### src/rtl/mips_ctrl_pkg.sv
// Shared encodings for the multicycle MIPS control path: opcodes, ALUOp classes,
// FSM states and datapath mux selects.
package mips_ctrl_pkg;

    localparam logic [5:0] OpRType = 6'b000000;
    localparam logic [5:0] OpAddi  = 6'b001000;
    localparam logic [5:0] OpOri   = 6'b001101;
    localparam logic [5:0] OpAndi  = 6'b001100;
    localparam logic [5:0] OpLui   = 6'b001111;
    localparam logic [5:0] OpLw    = 6'b100011;
    localparam logic [5:0] OpSw    = 6'b101011;
    localparam logic [5:0] OpBeq   = 6'b000100;
    localparam logic [5:0] OpBne   = 6'b000101;
    localparam logic [5:0] OpJ     = 6'b000010;
    localparam logic [5:0] OpJal   = 6'b000011;

    // ALUOp class codes, decoded further by ALU_Control
    localparam logic [2:0] AluOpR    = 3'b111;
    localparam logic [2:0] AluOpAddi = 3'b100;
    localparam logic [2:0] AluOpOri  = 3'b101;
    localparam logic [2:0] AluOpAndi = 3'b001;
    localparam logic [2:0] AluOpLui  = 3'b110;
    localparam logic [2:0] AluOpAdd  = 3'b011;
    localparam logic [2:0] AluOpSub  = 3'b010;

    localparam logic [1:0] JmpCtlJr = 2'b10;

    localparam logic [1:0] MemToRegAlu = 2'b00;
    localparam logic [1:0] MemToRegMdr = 2'b01;
    localparam logic [1:0] MemToRegPc  = 2'b10;

    localparam logic [1:0] RegDstRt = 2'b00;
    localparam logic [1:0] RegDstRd = 2'b01;
    localparam logic [1:0] RegDstRa = 2'b10;

    localparam logic [1:0] AluSrcBReg   = 2'b00;
    localparam logic [1:0] AluSrcBFour  = 2'b01;
    localparam logic [1:0] AluSrcBImm   = 2'b10;
    localparam logic [1:0] AluSrcBImmSh = 2'b11;

    localparam logic [1:0] PcSrcAlu    = 2'b00;
    localparam logic [1:0] PcSrcAluOut = 2'b01;
    localparam logic [1:0] PcSrcJump   = 2'b10;
    localparam logic [1:0] PcSrcReg    = 2'b11;

    typedef enum logic [3:0] {
        StFetch, StDecode, StExecR, StRWb, StExecI, StIWb, StMemAddr,
        StMemRead, StMemWb, StMemWrite, StBranch, StJump, StJr, StTrap
    } state_e;

    typedef enum logic [2:0] {
        ClsR, ClsI, ClsMem, ClsBranch, ClsJump, ClsIllegal
    } instr_class_e;

endpackage

### src/rtl/opcode_class_decoder.sv
// Combinational opcode decode: instruction class plus the ALUOp used by
// immediate-format arithmetic.
module opcode_class_decoder
    import mips_ctrl_pkg::*;
(
    input  logic [5:0]   opcode_i,
    output instr_class_e instr_class_o,
    output logic [2:0]   alu_op_imm_o
);

    always_comb begin
        instr_class_o = ClsIllegal;
        alu_op_imm_o  = AluOpAdd;
        case (opcode_i)
            OpRType:      instr_class_o = ClsR;
            OpAddi: begin instr_class_o = ClsI; alu_op_imm_o = AluOpAddi; end
            OpOri:  begin instr_class_o = ClsI; alu_op_imm_o = AluOpOri;  end
            OpAndi: begin instr_class_o = ClsI; alu_op_imm_o = AluOpAndi; end
            OpLui:  begin instr_class_o = ClsI; alu_op_imm_o = AluOpLui;  end
            OpLw, OpSw:   instr_class_o = ClsMem;
            OpBeq, OpBne: instr_class_o = ClsBranch;
            OpJ, OpJal:   instr_class_o = ClsJump;
            default:      instr_class_o = ClsIllegal;
        endcase
    end

endmodule

### src/rtl/multicycle_control_unit.sv
// Main control FSM of the multicycle MIPS datapath. Define ILLEGAL_OPCODE_TRAP_EN
// to trap unlisted opcodes (adds illegal_op_o) instead of treating them as NOPs.
module multicycle_control_unit
    import mips_ctrl_pkg::*;
#(
    parameter int unsigned CNT_WIDTH = 32
) (
    input  logic                 clk,
    input  logic                 reset,
    input  logic [5:0]           opcode_i,
    input  logic [1:0]           jmp_ctl_i,
    input  logic                 mem_ready_i,
    output logic                 pc_write_o,
    output logic                 pc_write_cond_o,
    output logic                 branch_ne_o,
    output logic                 i_or_d_o,
    output logic                 mem_read_o,
    output logic                 mem_write_o,
    output logic                 ir_write_o,
    output logic [1:0]           mem_to_reg_o,
    output logic [1:0]           reg_dst_o,
    output logic                 reg_write_o,
    output logic                 alu_src_a_o,
    output logic [1:0]           alu_src_b_o,
    output logic [1:0]           pc_source_o,
    output logic [2:0]           alu_op_o,
    output logic [CNT_WIDTH-1:0] instr_count_o
`ifdef ILLEGAL_OPCODE_TRAP_EN
    ,
    output logic                 illegal_op_o
`endif
);

    state_e               state_q, state_d;
    logic [CNT_WIDTH-1:0] cnt_q, cnt_d;
    instr_class_e         instr_class;
    logic [2:0]           alu_op_imm;

    opcode_class_decoder u_decoder (
        .opcode_i      (opcode_i),
        .instr_class_o (instr_class),
        .alu_op_imm_o  (alu_op_imm)
    );

    always_ff @(posedge clk or posedge reset) begin
        if (reset) begin
            state_q <= StFetch;
            cnt_q   <= '0;
        end else begin
            state_q <= state_d;
            cnt_q   <= cnt_d;
        end
    end

    always_comb begin
        state_d = state_q;
        unique case (state_q)
            StFetch:    if (mem_ready_i) state_d = StDecode;
            StDecode: begin
                unique case (instr_class)
                    ClsR:      state_d = StExecR;
                    ClsI:      state_d = StExecI;
                    ClsMem:    state_d = StMemAddr;
                    ClsBranch: state_d = StBranch;
                    ClsJump:   state_d = StJump;
`ifdef ILLEGAL_OPCODE_TRAP_EN
                    default:   state_d = StTrap;
`else
                    default:   state_d = StFetch;
`endif
                endcase
            end
            StExecR:    state_d = (jmp_ctl_i == JmpCtlJr) ? StJr : StRWb;
            StExecI:    state_d = StIWb;
            StMemAddr:  state_d = (opcode_i == OpLw) ? StMemRead : StMemWrite;
            StMemRead:  if (mem_ready_i) state_d = StMemWb;
            StMemWrite: if (mem_ready_i) state_d = StFetch;
            StTrap:     state_d = StTrap;
            default:    state_d = StFetch;
        endcase
        // Every return to FETCH retires one instruction; TRAP never returns
        cnt_d = cnt_q;
        if (state_d == StFetch && state_q != StFetch) cnt_d = cnt_q + 1'b1;
    end

    always_comb begin
        pc_write_o      = 1'b0;
        pc_write_cond_o = 1'b0;
        branch_ne_o     = 1'b0;
        i_or_d_o        = 1'b0;
        mem_read_o      = 1'b0;
        mem_write_o     = 1'b0;
        ir_write_o      = 1'b0;
        mem_to_reg_o    = MemToRegAlu;
        reg_dst_o       = RegDstRt;
        reg_write_o     = 1'b0;
        alu_src_a_o     = 1'b0;
        alu_src_b_o     = AluSrcBReg;
        pc_source_o     = PcSrcAlu;
        alu_op_o        = AluOpAdd;
        unique case (state_q)
            StFetch: begin
                mem_read_o  = 1'b1;
                alu_src_b_o = AluSrcBFour;
                ir_write_o  = mem_ready_i;
                pc_write_o  = mem_ready_i;
            end
            StDecode:   alu_src_b_o = AluSrcBImmSh;
            StExecR: begin
                alu_src_a_o = 1'b1;
                alu_op_o    = AluOpR;
            end
            StRWb: begin
                reg_dst_o   = RegDstRd;
                reg_write_o = 1'b1;
                alu_op_o    = AluOpR;
            end
            StExecI: begin
                alu_src_a_o = 1'b1;
                alu_src_b_o = AluSrcBImm;
                alu_op_o    = alu_op_imm;
            end
            StIWb: begin
                reg_write_o = 1'b1;
                alu_op_o    = alu_op_imm;
            end
            StMemAddr: begin
                alu_src_a_o = 1'b1;
                alu_src_b_o = AluSrcBImm;
            end
            StMemRead: begin
                mem_read_o = 1'b1;
                i_or_d_o   = 1'b1;
            end
            StMemWb: begin
                mem_to_reg_o = MemToRegMdr;
                reg_write_o  = 1'b1;
            end
            StMemWrite: begin
                mem_write_o = 1'b1;
                i_or_d_o    = 1'b1;
            end
            StBranch: begin
                alu_src_a_o     = 1'b1;
                alu_op_o        = AluOpSub;
                pc_write_cond_o = 1'b1;
                pc_source_o     = PcSrcAluOut;
                branch_ne_o     = (opcode_i == OpBne);
            end
            StJump: begin
                pc_write_o  = 1'b1;
                pc_source_o = PcSrcJump;
                if (opcode_i == OpJal) begin
                    reg_write_o  = 1'b1;
                    reg_dst_o    = RegDstRa;
                    mem_to_reg_o = MemToRegPc;
                end
            end
            StJr: begin
                pc_write_o  = 1'b1;
                pc_source_o = PcSrcReg;
            end
            default: ;
        endcase
    end

    assign instr_count_o = cnt_q;
`ifdef ILLEGAL_OPCODE_TRAP_EN
    assign illegal_op_o = (state_q == StTrap);
`endif

endmodule

### config.mk
export PLATFORM = sky130hd
export DESIGN_NAME = multicycle_control_unit
export DESIGN_NICKNAME = d
export VERILOG_FILES = /design/src/rtl/mips_ctrl_pkg.sv /design/src/rtl/opcode_class_decoder.sv /design/src/rtl/multicycle_control_unit.sv
export SDC_FILE = /design/constraint.sdc
export NUM_CORES = 1
export LEC_CHECK = 0
export ABC_AREA = 1
export CORE_AREA = 2 2 82 84
export DETAILED_ROUTE_END_ITERATION = 12
export DIE_AREA = 0 0 84 86
export GPL_ROUTABILITY_DRIVEN = 0
export PLACE_DENSITY = 0.75
export SYNTH_ARGS = -nofsm -noshare
export SYNTH_HDL_FRONTEND = slang
export SYNTH_SLANG_ARGS = --single-unit
### constraint.sdc
create_clock -name clk -period 1.6 [get_ports clk]
set_input_delay 0.4 -clock clk [delete_from_list [all_inputs] [get_ports clk]]
set_output_delay 0.4 -clock clk [all_outputs]
set_load 0.02 [all_outputs]
Word-level counts from Yosys, hierarchy flattened
Index checks and enable logic that the tools add are counted.
{"block": "op_classes", "n_mux": 25, "eq_ne": 28, "reduce_logical": 18, "n_addsub": 1}
{"op": "$add 32x1->32 const B", "n": 1}
{"op": "$pmux 4 s8", "n": 1}
{"op": "$eq 4x4->1 const B", "n": 6}
{"op": "$eq 6x4->1 const B", "n": 4}
{"op": "$mux 4", "n": 5}
{"op": "$pmux 4 s5", "n": 1}
{"op": "$reduce_or 2->1", "n": 9}
{"op": "$eq 4x3->1 const B", "n": 4}
{"op": "$pmux 3 s5", "n": 1}
{"op": "$eq 6x2->1 const B", "n": 2}
{"op": "$eq 6x3->1 const B", "n": 2}
{"op": "$eq 6x6->1 const B", "n": 2}
{"op": "$pmux 2 s3", "n": 2}
{"op": "$pmux 3 s4", "n": 1}
{"op": "$pmux 3 s3", "n": 1}
{"op": "$eq 4x2->1 const B", "n": 2}
{"op": "$logic_not 4->1", "n": 2}
{"op": "$mux 1", "n": 8}
{"op": "$pmux 2 s2", "n": 2}
{"op": "$reduce_or 4->1", "n": 2}
{"op": "$eq 3x2->1 const B", "n": 2}
{"op": "$logic_not 6->1", "n": 1}
{"op": "$eq 4x1->1 const B", "n": 1}
{"op": "$pmux 1 s2", "n": 2}
{"op": "8 further kinds", "n": 8}
{"block": "word_totals", "ff_bits": 36, "word_cells": 74, "out_inout_bits": 52}

Longest topological paths before layout
{"block": "logic_depth", "word_depth": 8, "mapped_depth": 12, "ltp_nobuf": 11}

Modules after synthesis
Synthesis repeated with hierarchy kept, for this count alone.
{"block": "hier_totals", "hier_cells": 469, "area_unflattened_um2": 2917.8}
{"module": "multicycle_control_unit", "cells_per_inst": 433, "area_each_um2": 2747.6, "instances": 1}
{"module": "opcode_class_decoder", "cells_per_inst": 36, "area_each_um2": 170.2, "instances": 1}

Worst setup path before layout
Ideal clock, no wire load.
{"block": "synth_timing", "kind": "register -> output", "start": "register state_q[0]", "end": "output port branch_ne_o", "stages_incl_launch_ff": 6, "path_slack_ps": -316, "t_arrival_ps": 1516, "path_buffers": 0, "cell_sequence": "dfrtp_1 -> inv_1 -> nand2_1 -> nor2_1 -> inv_1 -> nor3_1"}
{"block": "synth_between", "elab_chain_len": 2}
{"element": "from (decl)", "line_no": "multicycle_control_unit.sv:34", "source": "state_e state_q, state_d;"}
{"element": "from (signal assigned)", "line_no": "multicycle_control_unit.sv:47", "source": "state_q <= StFetch;"}
{"element": "from (signal assigned)", "line_no": "multicycle_control_unit.sv:50", "source": "state_q <= state_d;"}
{"element": "$eq 4x4->1", "line_no": "multicycle_control_unit.sv:101", "source": "unique case (state_q)"}
{"element": "$mux 1", "line_no": "multicycle_control_unit.sv:101"}
{"element": "to (decl)", "line_no": "multicycle_control_unit.sv:15", "source": "output logic branch_ne_o,"}
No other way between the ends.

Final worst setup path
{"block": "layout_timing", "start": "register state_q[2]", "end": "output port reg_write_o"}
{"block": "layout_between", "elab_chain_len": 3}
{"element": "$eq 4x3->1 (tied with other cells)", "line_no": "multicycle_control_unit.sv:101"}
{"element": "$reduce_or 3->1 (no source line)"}
{"element": "$pmux 1 s2 (*)", "line_no": "multicycle_control_unit.sv:101"}
{"element": "to (decl)", "line_no": "multicycle_control_unit.sv:22", "source": "output logic reg_write_o,"}
Mark *: on every way between the ends. The rest lies on a longest branch, timed or not.

==> results.tsv <==
stage	metric	value	unit
run_status	status	finished with violations	
run_status	failing checks	negative setup slack	
logic_synthesis	Synth cell types	27	
critical_path	WP buf/inv	4	
route	Detail Route Antenna Nets	0	
logic_synthesis	compound-cell area share of the yosys netlist	2.08	%
global_route	first-pass GRT wire length	15200	um
finish	fin util	71.8	%
critical_path	Setup crit start kind	flop	
finish	most frequent cells in the layout	nand2_1 (128), buf_4 (49), nor2_1 (48)	
global_route	total gr overflow	0	
critical_path	CP top delay family	flip-flops	
global_route	number of global-route vias before repair	3253	
sta	Post-Route Skew	0.00756	ns
die	Cell Rows	29	
logic_synthesis	Area contributors post-synth	dfrtp_1 (32%), nand2_1 (23%), nand4_1 (8.9%), nor2_1 (8.0%), nand3_1 (4.3%)	
logic_synthesis	Net Count, Synth	453	
placement	hpwl dp	6350	um
finish	most common cell after layout, fill and taps aside	nand2_1	
route	Vias per Instance	5.55	
logic_synthesis	YS warnings	0	
finish	antenna fix cells	0	
pwr	power after layout	5.59	mW
clock_tree	Clock Path Buffers	2	
critical_path	CP max FO	4	
sta	crit share post-route	129	%
critical_path	CP max stage cell	dfrtp_2	
clock_tree	CTS sink count	36	
pwr	Leak Pwr	2.34	nW
finish	final net count	574	
sta	Fmax	484	MHz
die	width of the die	84	um
route	via count	3552	
sta	# setup viols final	52	
logic_synthesis	mux cell area share after synthesis	0	%
finish	share of layout cells above drive strength 1	35.9	%
clock_tree	count of hold buffers inserted by post-cts repair	0	
global_route	largest net degree at the start of global routing	37	
logic_synthesis	largest family of logic cells by synthesized area	simple AND/OR/NAND/NOR gates	
route	First DRT Iteration DRCs	370	
global_route	antenna violations before repair	0	
run	Max-cap violations	0	
critical_path	Crit Path Class	flop to output port	
logic_synthesis	Simple-Gate Fraction of Synth Area	50.5	%
clock_tree	Worst-path clk slew	0.08	ns
die	core area	6280	um2
placement	IO buf count	62	
logic_synthesis	Yosys top cell by area	dfrtp_1	
clock_tree	CTS Buf Count	5	
sta	worst setup margin	-0.467	ns
finish	P&R area growth vs syn	59.5	%
die	die height	86	um
route	Avg WL per Cell	15.7	um
sta	RSZ-0062 raised after global routing	yes	
critical_path	Cell Chain, Critical Path	inv_2 -> nand2_2 -> buf_6 -> inv_4 -> nand3_4 -> nor2_4 -> a2111o_1 -> buf_6	
logic_synthesis	Post-Synthesis Cell Area	2820	um2
clock_tree	CTS Root Cell	clkbuf_8	
die	Initial Util	45.0	%
sta	final hold violations	0	
logic_synthesis	Yosys top cell area share	31.9	%
logic_synthesis	Syn Inst Count	441	
placement	total placed cells including tap cells	616	
die	die footprint	7220	um2
sta	Worst slew margin	76.0	%
finish	Final Instance Count excl. Fillers	640	
hold_path	Hold Crit Class	input port to asynchronous set/reset pin	
pwr	Worst VDD drop	1.66	mV
critical_path	Worst EP arrival	1.67	ns
finish	fillers	487	
logic_synthesis	register area share after synthesis	31.9	%
logic_synthesis	xor and xnor area share after synthesis	7.13	%
route	final wirelength	10100	um
clock_tree	CTS tree	done	
route	DR DRC count	0	
logic_synthesis	flops & latches, synth	36	
sta	fin. max-slew vios	0	
pwr	P per Cell Area	1240	nW/um2
clock_tree	H-Tree Depth	2	
sta	minimum clock period	2.07	ns
critical_path	CP required	1.20	ns
sta	Worst-Margin Slew	0.361	ns
critical_path	Max stage delay on crit path	0.45	ns
global_route	all-layer global routing usage	26.0	%
critical_path	Critical Path Sink Type	output port	
route	first drt pass iteration count	8	
logic_synthesis	adder-cell area share of the yosys netlist	0.443	%
clock_tree	Skew-Pair Late Insertion Delay	0.30	ns
critical_path	crit-path most repeated cell	buf_6	
die	num ports	63	
logic_synthesis	Avg Cell Area, Syn	6.40	um2
cell type report:
class | instances | area [um2] | area share [%]
inverters | 36 | 140 | 3.11
multi-input cells | 355 | 2020 | 44.8
clock inverters | 3 | 42.5 | 0.944
clock buffers | 5 | 68.8 | 1.53
flip-flops and latches | 36 | 912 | 20.2
well taps | 77 | 96.3 | 2.14
repair buffers | 128 | 1230 | 27.2
per-stage QoR:
step	hold slack (ns)	TNS, ns	cell area [um2]	setup WS, ns
after floorplan	0.567	-0.00654	2880	-0.00654
after global placement	0.517	-31.79	3920	-0.864
after CTS	0.459	-13.80	4250	-0.333
after global routing	0.485	-22.60	4510	-0.544
final	0.442	-18.74	4510	-0.467
after detailed placement	0.518	-34.16	3920	-0.893
kinds of logic (layout without fill, tap and decap cells):
group           count (synthesis)  after routing
buf+inv                        50            172
simple gates                  322            322
compound gates                  9              9
flops                          36             36
xor+xnor                       23             23
fa+ha+maj                       1              1
power by group:
| part | internal, mW | switching [mW] |
|---|---|---|
| Sequential | 1.00 | 0.138 |
| Combinational | 1.52 | 2.11 |
| Clock | 0.461 | 0.361 |
sequential cells by signal (all words and copies together) (netlist names):
register,cells
state_q,4
instr_count_o,32
cells in the mapped netlist:
master	count
xnor2_1	12
inv_2	5
nand3b_1	2
a21oi_1	1
nand3_4	1
nand3_2	1
clkbuf_1	5
nand3_1	24
nand4_1	40
buf_4	3
dfrtp_1	36
xor2_1	11
nor2_2	6
a21oi_2	2
nor2_1	60
ha_1	1
nand2_2	4
nor2_4	2
inv_1	31
or2_2	1
buf_2	3
nand2_4	1
a2111o_1	1
nand2_1	173
o21ai_0	5
nor3_1	7
buf_6	3
final timing paths:
kind | startpoint | cells past startpoint | slack (ns) | to
hold reg to reg | instr_count_o[1] | 2 | 0.54 | instr_count_o[1]
setup reg to reg | state_q[2] | 14 | -0.45 | instr_count_o[27]
hold / removal | reset | 3 | 0.44 | instr_count_o[19]
min in group clk | instr_count_o[1] | 2 | 0.54 | instr_count_o[1]
setup / recovery | state_q[2] | 8 | -0.47 | reg_write_o
max in group asynchronous | reset | 3 | 0.95 | state_q[0]
routing by layer:
layer	GRT usage, %	up-vias	part of all wire [%]
li1	-	1660	-
met1	31.9	1672	38
met2	45.7	169	51
met3	3.85	51	5.6
met4	11.0	0	5.4
met5	0	-	0
tightest hold or removal path: stages:
cell,delay [ns]
clkdlybuf4s50_1,0.40
inv_1,0.09
buf_12,0.22
timing repair:
action	in CTS	in global routing
gates cloned	2	1
pin swaps	23	25
endpoints found under the setup margin	84	52
resized for setup	206	71
setup buffers	9	5
Note: power is estimated with default switching activity, not from simulation.
